$ cat src/rtl/sharpmz_pkg.sv
// Shared constants for the Sharp MZ HPS ioctl responder: FSM state codes and
// byte-lane positions inside the 16-bit ioctl data word.
package sharpmz_pkg;

    localparam logic [2:0] ST_IDLE  = 3'd0;
    localparam logic [2:0] ST_WR_LO = 3'd1;
    localparam logic [2:0] ST_WR_HI = 3'd2;
    localparam logic [2:0] ST_RD_LO = 3'd3;
    localparam logic [2:0] ST_RD_HI = 3'd4;

    localparam int LANE_W  = 8;
    localparam int LANE_LO = 0;
    localparam int LANE_HI = 8;

endpackage

$ cat src/rtl/hps_ioctl_responder.sv
// Bridges 16-bit HPS ioctl download/upload words onto a byte-wide emulator
// memory port, splitting each word into a low-byte then high-byte access.
module hps_ioctl_responder
    import sharpmz_pkg::*;
#(
    parameter logic [7:0] INDEX  = 8'h00,
    parameter int         ADDR_W = 25
) (
    input  logic              clk_sys,
    input  logic              reset,
    input  logic              ioctl_download,
    input  logic              ioctl_upload,
    input  logic [7:0]        ioctl_index,
    input  logic              ioctl_wr,
    input  logic              ioctl_rd,
    input  logic [ADDR_W-1:0] ioctl_addr,
    input  logic [15:0]       ioctl_dout,
    output logic [15:0]       ioctl_din,
    output logic              ioctl_wait,
    output logic [ADDR_W-1:0] mem_addr,
    output logic [7:0]        mem_wdata,
    output logic              mem_we,
    output logic              mem_rd,
    input  logic [7:0]        mem_rdata,
    input  logic              mem_ack,
    output logic              xfer_done,
    output logic              proto_err
);

    logic [2:0]        state;
    logic [2:0]        state_nx;
    logic [ADDR_W-2:0] base;
    logic [7:0]        wdata_hi;

    logic dl_q;
    logic ul_q;
    logic done_pending;

    logic index_hit;
    logic take_wr;
    logic take_rd;
    logic any_strobe;
    logic flag_rise;
    logic xfer_end;
    logic unused_addr_lsb;

    assign unused_addr_lsb = ioctl_addr[0];

    assign index_hit  = (ioctl_index == INDEX);
    assign take_wr    = ioctl_wr & ioctl_download & index_hit;
    assign take_rd    = ioctl_rd & ioctl_upload & index_hit & ~take_wr;
    assign any_strobe = ioctl_wr | ioctl_rd;
    assign flag_rise  = (ioctl_download & ~dl_q) | (ioctl_upload & ~ul_q);
    assign xfer_end   = index_hit & ((dl_q & ~ioctl_download) | (ul_q & ~ioctl_upload));

    always_comb begin
        state_nx = state;
        case (state)
            ST_IDLE: begin
                if (take_wr) begin
                    state_nx = ST_WR_LO;
                end else if (take_rd) begin
                    state_nx = ST_RD_LO;
                end
            end
            ST_WR_LO: if (mem_ack) state_nx = ST_WR_HI;
            ST_WR_HI: if (mem_ack) state_nx = ST_IDLE;
            ST_RD_LO: if (mem_ack) state_nx = ST_RD_HI;
            ST_RD_HI: if (mem_ack) state_nx = ST_IDLE;
            default:  state_nx = ST_IDLE;
        endcase
    end

    // The base is kept as a word address, so the high-byte address is just
    // {base,1} and can never carry out of the address width.
    always_ff @(posedge clk_sys or posedge reset) begin
        if (reset) begin
            state      <= ST_IDLE;
            ioctl_wait <= 1'b0;
            base       <= '0;
            wdata_hi   <= '0;
            ioctl_din  <= '0;
            mem_addr   <= '0;
            mem_wdata  <= '0;
            mem_we     <= 1'b0;
            mem_rd     <= 1'b0;
        end else begin
            state      <= state_nx;
            ioctl_wait <= (state_nx != ST_IDLE);
            case (state)
                ST_IDLE: begin
                    if (take_wr) begin
                        base      <= ioctl_addr[ADDR_W-1:1];
                        wdata_hi  <= ioctl_dout[LANE_HI +: LANE_W];
                        mem_addr  <= {ioctl_addr[ADDR_W-1:1], 1'b0};
                        mem_wdata <= ioctl_dout[LANE_LO +: LANE_W];
                        mem_we    <= 1'b1;
                    end else if (take_rd) begin
                        base     <= ioctl_addr[ADDR_W-1:1];
                        mem_addr <= {ioctl_addr[ADDR_W-1:1], 1'b0};
                        mem_rd   <= 1'b1;
                    end
                end
                ST_WR_LO: begin
                    if (mem_ack) begin
                        mem_addr  <= {base, 1'b1};
                        mem_wdata <= wdata_hi;
                    end
                end
                ST_WR_HI: begin
                    if (mem_ack) mem_we <= 1'b0;
                end
                ST_RD_LO: begin
                    if (mem_ack) begin
                        ioctl_din[LANE_LO +: LANE_W] <= mem_rdata;
                        mem_addr                     <= {base, 1'b1};
                    end
                end
                ST_RD_HI: begin
                    if (mem_ack) begin
                        ioctl_din[LANE_HI +: LANE_W] <= mem_rdata;
                        mem_rd                       <= 1'b0;
                    end
                end
                default: begin
                    mem_we <= 1'b0;
                    mem_rd <= 1'b0;
                end
            endcase
        end
    end

    // A transfer that ends while a byte pair is still in flight is remembered
    // and reported once the responder has gone idle again.
    always_ff @(posedge clk_sys or posedge reset) begin
        if (reset) begin
            dl_q         <= 1'b0;
            ul_q         <= 1'b0;
            done_pending <= 1'b0;
            xfer_done    <= 1'b0;
            proto_err    <= 1'b0;
        end else begin
            dl_q      <= ioctl_download;
            ul_q      <= ioctl_upload;
            xfer_done <= 1'b0;

            if (flag_rise) proto_err <= 1'b0;
            if (any_strobe && state != ST_IDLE) proto_err <= 1'b1;

            if (state == ST_IDLE && (xfer_end || done_pending)) begin
                xfer_done    <= 1'b1;
                done_pending <= 1'b0;
            end else if (xfer_end) begin
                done_pending <= 1'b1;
            end
        end
    end

endmodule

$ cat config.mk
export PLATFORM = sky130hd
export DESIGN_NAME = hps_ioctl_responder
export DESIGN_NICKNAME = d
export VERILOG_FILES = /design/src/rtl/sharpmz_pkg.sv /design/src/rtl/hps_ioctl_responder.sv
export SDC_FILE = /design/constraint.sdc
export NUM_CORES = 1
export LEC_CHECK = 0
export ABC_AREA = 0
export ABC_CLOCK_PERIOD_IN_PS = 6810
export CORE_MARGIN = 5
export CORE_UTILIZATION = 50
export DETAILED_ROUTE_END_ITERATION = 12
export GPL_TIMING_DRIVEN = 0
export PLACE_DENSITY = 0.84
export SLEW_MARGIN = 10
export SYNTH_ARGS = -nofsm -noshare
export SYNTH_HDL_FRONTEND = slang
export SYNTH_SLANG_ARGS = --single-unit
$ cat constraint.sdc
create_clock -name clk_sys -period 6.81 [get_ports clk_sys]
set_input_delay 1.362 -clock clk_sys [delete_from_list [all_inputs] [get_ports clk_sys]]
set_output_delay 1.362 -clock clk_sys [all_outputs]
set_load 0.05 [all_outputs]
==> flow_summary.json <==
{
  "maxSlewHeadroom": 0.613,
  "required_ns": 7.07,
  "grt.busiest_layer": "met2",
  "powerDensity_mw_per_mm2": 222,
  "max_slew.worst_pin.slew_ns": 0.578,
  "wl_um": 8870,
  "grt_max_degree": 51,
  "min_path_type": "flip-flop to flip-flop",
  "crit_buf_inv": 3,
  "clockBufferDepth": 2,
  "antenna_found_initial": 0,
  "fin_cells": 522,
  "cts_tree": "built",
  "htreeDepth": 3,
  "syn_area_per_cell_um2": 13.7,
  "hold_viol_final": 0,
  "cpPeakStageDelay_ns": 0.53,
  "drc": 0,
  "cts_setup_buffers": 0,
  "grt_pass1_vias": 2922,
  "dr.pass1.iters": 4,
  "synth_area_leader_cell": "dfrtp_1",
  "core_area_mm2": 0.00769,
  "area_delta_synth_final_pct": 38.1,
  "fin_worst_skew_ns": 0.0107,
  "synth.cell_area_mm2": 0.00393,
  "max_freq_ghz": 0.328,
  "cts_buffers": 9,
  "cts_hold_buf": 0,
  "cts_resized": 0,
  "drv_slew": 0,
  "clkLatencyLatePin_ns": 0.34,
  "met3_usage": 0.0453,
  "finalSetupTns_ns": 0,
  "critPathCaptureType": "flip-flop",
  "grt_use_total": 0.186,
  "grt_use_met1": 0.231,
  "place.gp.congestion": 0.784,
  "synth-simple-area-share": 0.0640,
  "synth_top_cell_area_share": 0.586,
  "synth_nets": 351,
  "netlist_top_cells_count": "dfrtp_1 (92), mux2_2 (47), nand2_1 (28), o21ai_0 (27), mux2i_1 (25)",
  "rsz0062_at_grt": "false",
  "placed_cells": 506,
  "synth_compound_area_frac": 0.0602,
  "io_pins": 118,
  "fp.dieW_um": 98.6,
  "max-vdd-ir-drop_uv": 155,
  "viasPerCell": 5.09,
  "wl_per_cell_um": 17.0,
  "cp_slowest_cell": "clkdlybuf4s50_1",
  "critPathLaunchType": "input pin",
  "clock_sinks": 92,
  "crit_family": "buffers and inverters",
  "setup_viol": 0,
  "clkSlewWorstSetupHoldPaths_ns": 0.10,
  "synth_adder_area_share": 0,
  "initial_utilization": 0.511,
  "dp_hpwl_um": 6540,
  "cap_violations": 0,
  "period_needed_ns": 3.05,
  "ys_warn_count": 0,
  "grt_overflow": 0,
  "critPathKind": "input pin to flip-flop",
  "synth_xor_area_frac": 0,
  "pre_cts_slack_ns": 3.41,
  "cp_max_fo": 10,
  "io_buffers": 116,
  "worstPathArrival_ns": 3.31,
  "grt_pass1_wl_um": 14400,
  "ys_seq_area_frac": 0.586,
  "path_cells": "clkdlybuf4s50_1, and3b_1, a41oi_1, clkbuf_1, buf_2, nand2_1, o21ai_0",
  "async_flop_share": 1.00,
  "setup_ws_ns": 3.76,
  "cts_root_buffer": "clkbuf_8",
  "status": "finished clean",
  "detail-route-antenna-nets": 0,
  "post-route-period-util": 0.448,
  "synth-edff-count": 0,
  "drive_gt1_frac": 0.231,
  "fp.dieH_um": 98.6,
  "synth-seq-cells": 92,
  "rows": 32,
  "layout.nets": 479,
  "synth_top_family_by_area": "multiplexers",
  "dieArea_mm2": 0.00973,
  "synth.area.mux_share": 0.263,
  "drt_iter0_drc": 74,
  "ys_types": 35,
  "use_met2": 0.318,
  "via_count": 2656,
  "cellLeakagePower_nw": 2.70,
  "yosys-top-cells-area": "dfrtp_1 (59%), mux2_2 (13%), mux2_4 (6.5%)",
  "synthFlopType": "dfrtp_1",
  "postSynthCellCount": 287,
  "yosysMostFrequentCell": "dfrtp_1",
  "antenna_cells": 0
}
per-stage QoR:
step	cell area [um^2]	power [mW]	hold slack, ns	utilization
3_3_place_gp	5220	0.873	0.461	0.679
2_1_floorplan	3930	0.764	0.450	-
3_5_place_dp	5250	0.883	0.474	0.682
4_1_cts	5430	1.21	0.494	0.706
5_1_grt	5430	1.26	0.524	0.706
6_report	5430	1.20	0.490	0.706
report_power, final:
| group | total, mW | internal [mW] | switching, mW |
|---|---|---|---|
| registers | 0.603 | 0.583 | 0.0206 |
| clock network | 0.333 | 0.144 | 0.190 |
| logic | 0.266 | 0.109 | 0.157 |
| total | 1.20 | 0.835 | 0.368 |
worst paths after layout:
kind                            cells after the start  slack, ns      endpoint          from
worst max-delay path                                7       3.76   mem_addr[1]       mem_ack
worst min-delay path                                2       0.49  mem_addr[21]  mem_addr[21]
worst max register to register                      6       4.77  mem_wdata[5]      state[2]
worst min register to register                      2       0.49  mem_addr[21]  mem_addr[21]
max in group asynchronous                           3       4.74      base[19]         reset
min in group asynchronous                           2       1.44   wdata_hi[2]         reset
tightest hold or removal path: cells and delay by family, from the launching register on:
family / cells / cell delay [ns]
and+or+nand+nor: 1 / 0.04
DFF: 1 / 0.35
AOI/OAI and AO/OA: 1 / 0.06
cell usage in the layout, fill, tap and decap left out, types with 4 or more instances in the layout:
cell / instances
buf_2: 4
o21ai_0: 27
nand2_1: 28
nor2_1: 4
clkdlybuf4s50_1: 116
clkbuf_1: 6
mux2i_1: 25
clkbuf_8: 10
mux2_2: 47
inv_1: 4
dfrtp_1: 92
mux2_4: 17
state kept, by name, summed over array words and instances (netlist names), 3 cells and up:
signal,count
ioctl_din,16
wdata_hi,8
state,3
mem_wdata,8
mem_addr,25
base,24
metal layers:
layer | routed length [um] | vias to the layer above
li1 | - | 1262
met1 | 3760 | 1313
met2 | 4520 | 70
met3 | 451 | 11
met4 | 133 | 0
met5 | 0 | -
kinds of logic (layout without fill, tap and decap cells):
group,count (synthesis),count (layout)
AO/OA/AOI/OAI,40,40
buffers and inverters,19,152
flip-flops,92,92
multiplexers,89,89
AND/OR/NAND/NOR,47,47
area by class of cell:
| cell class | count | area (um^2) |
|---|---|---|
| Fill cell | 561 | 2260 |
| Buffer | 14 | 83.8 |
| Clock inverter | 5 | 37.5 |
| Sequential cell | 92 | 2300 |
| Inverter | 5 | 21.3 |
| Timing Repair Buffer | 117 | 1190 |
| Multi-Input combinational cell | 176 | 1520 |
| Tap cell | 102 | 128 |
| Clock buffer | 11 | 141 |
(Power assumes the default switching activity.)
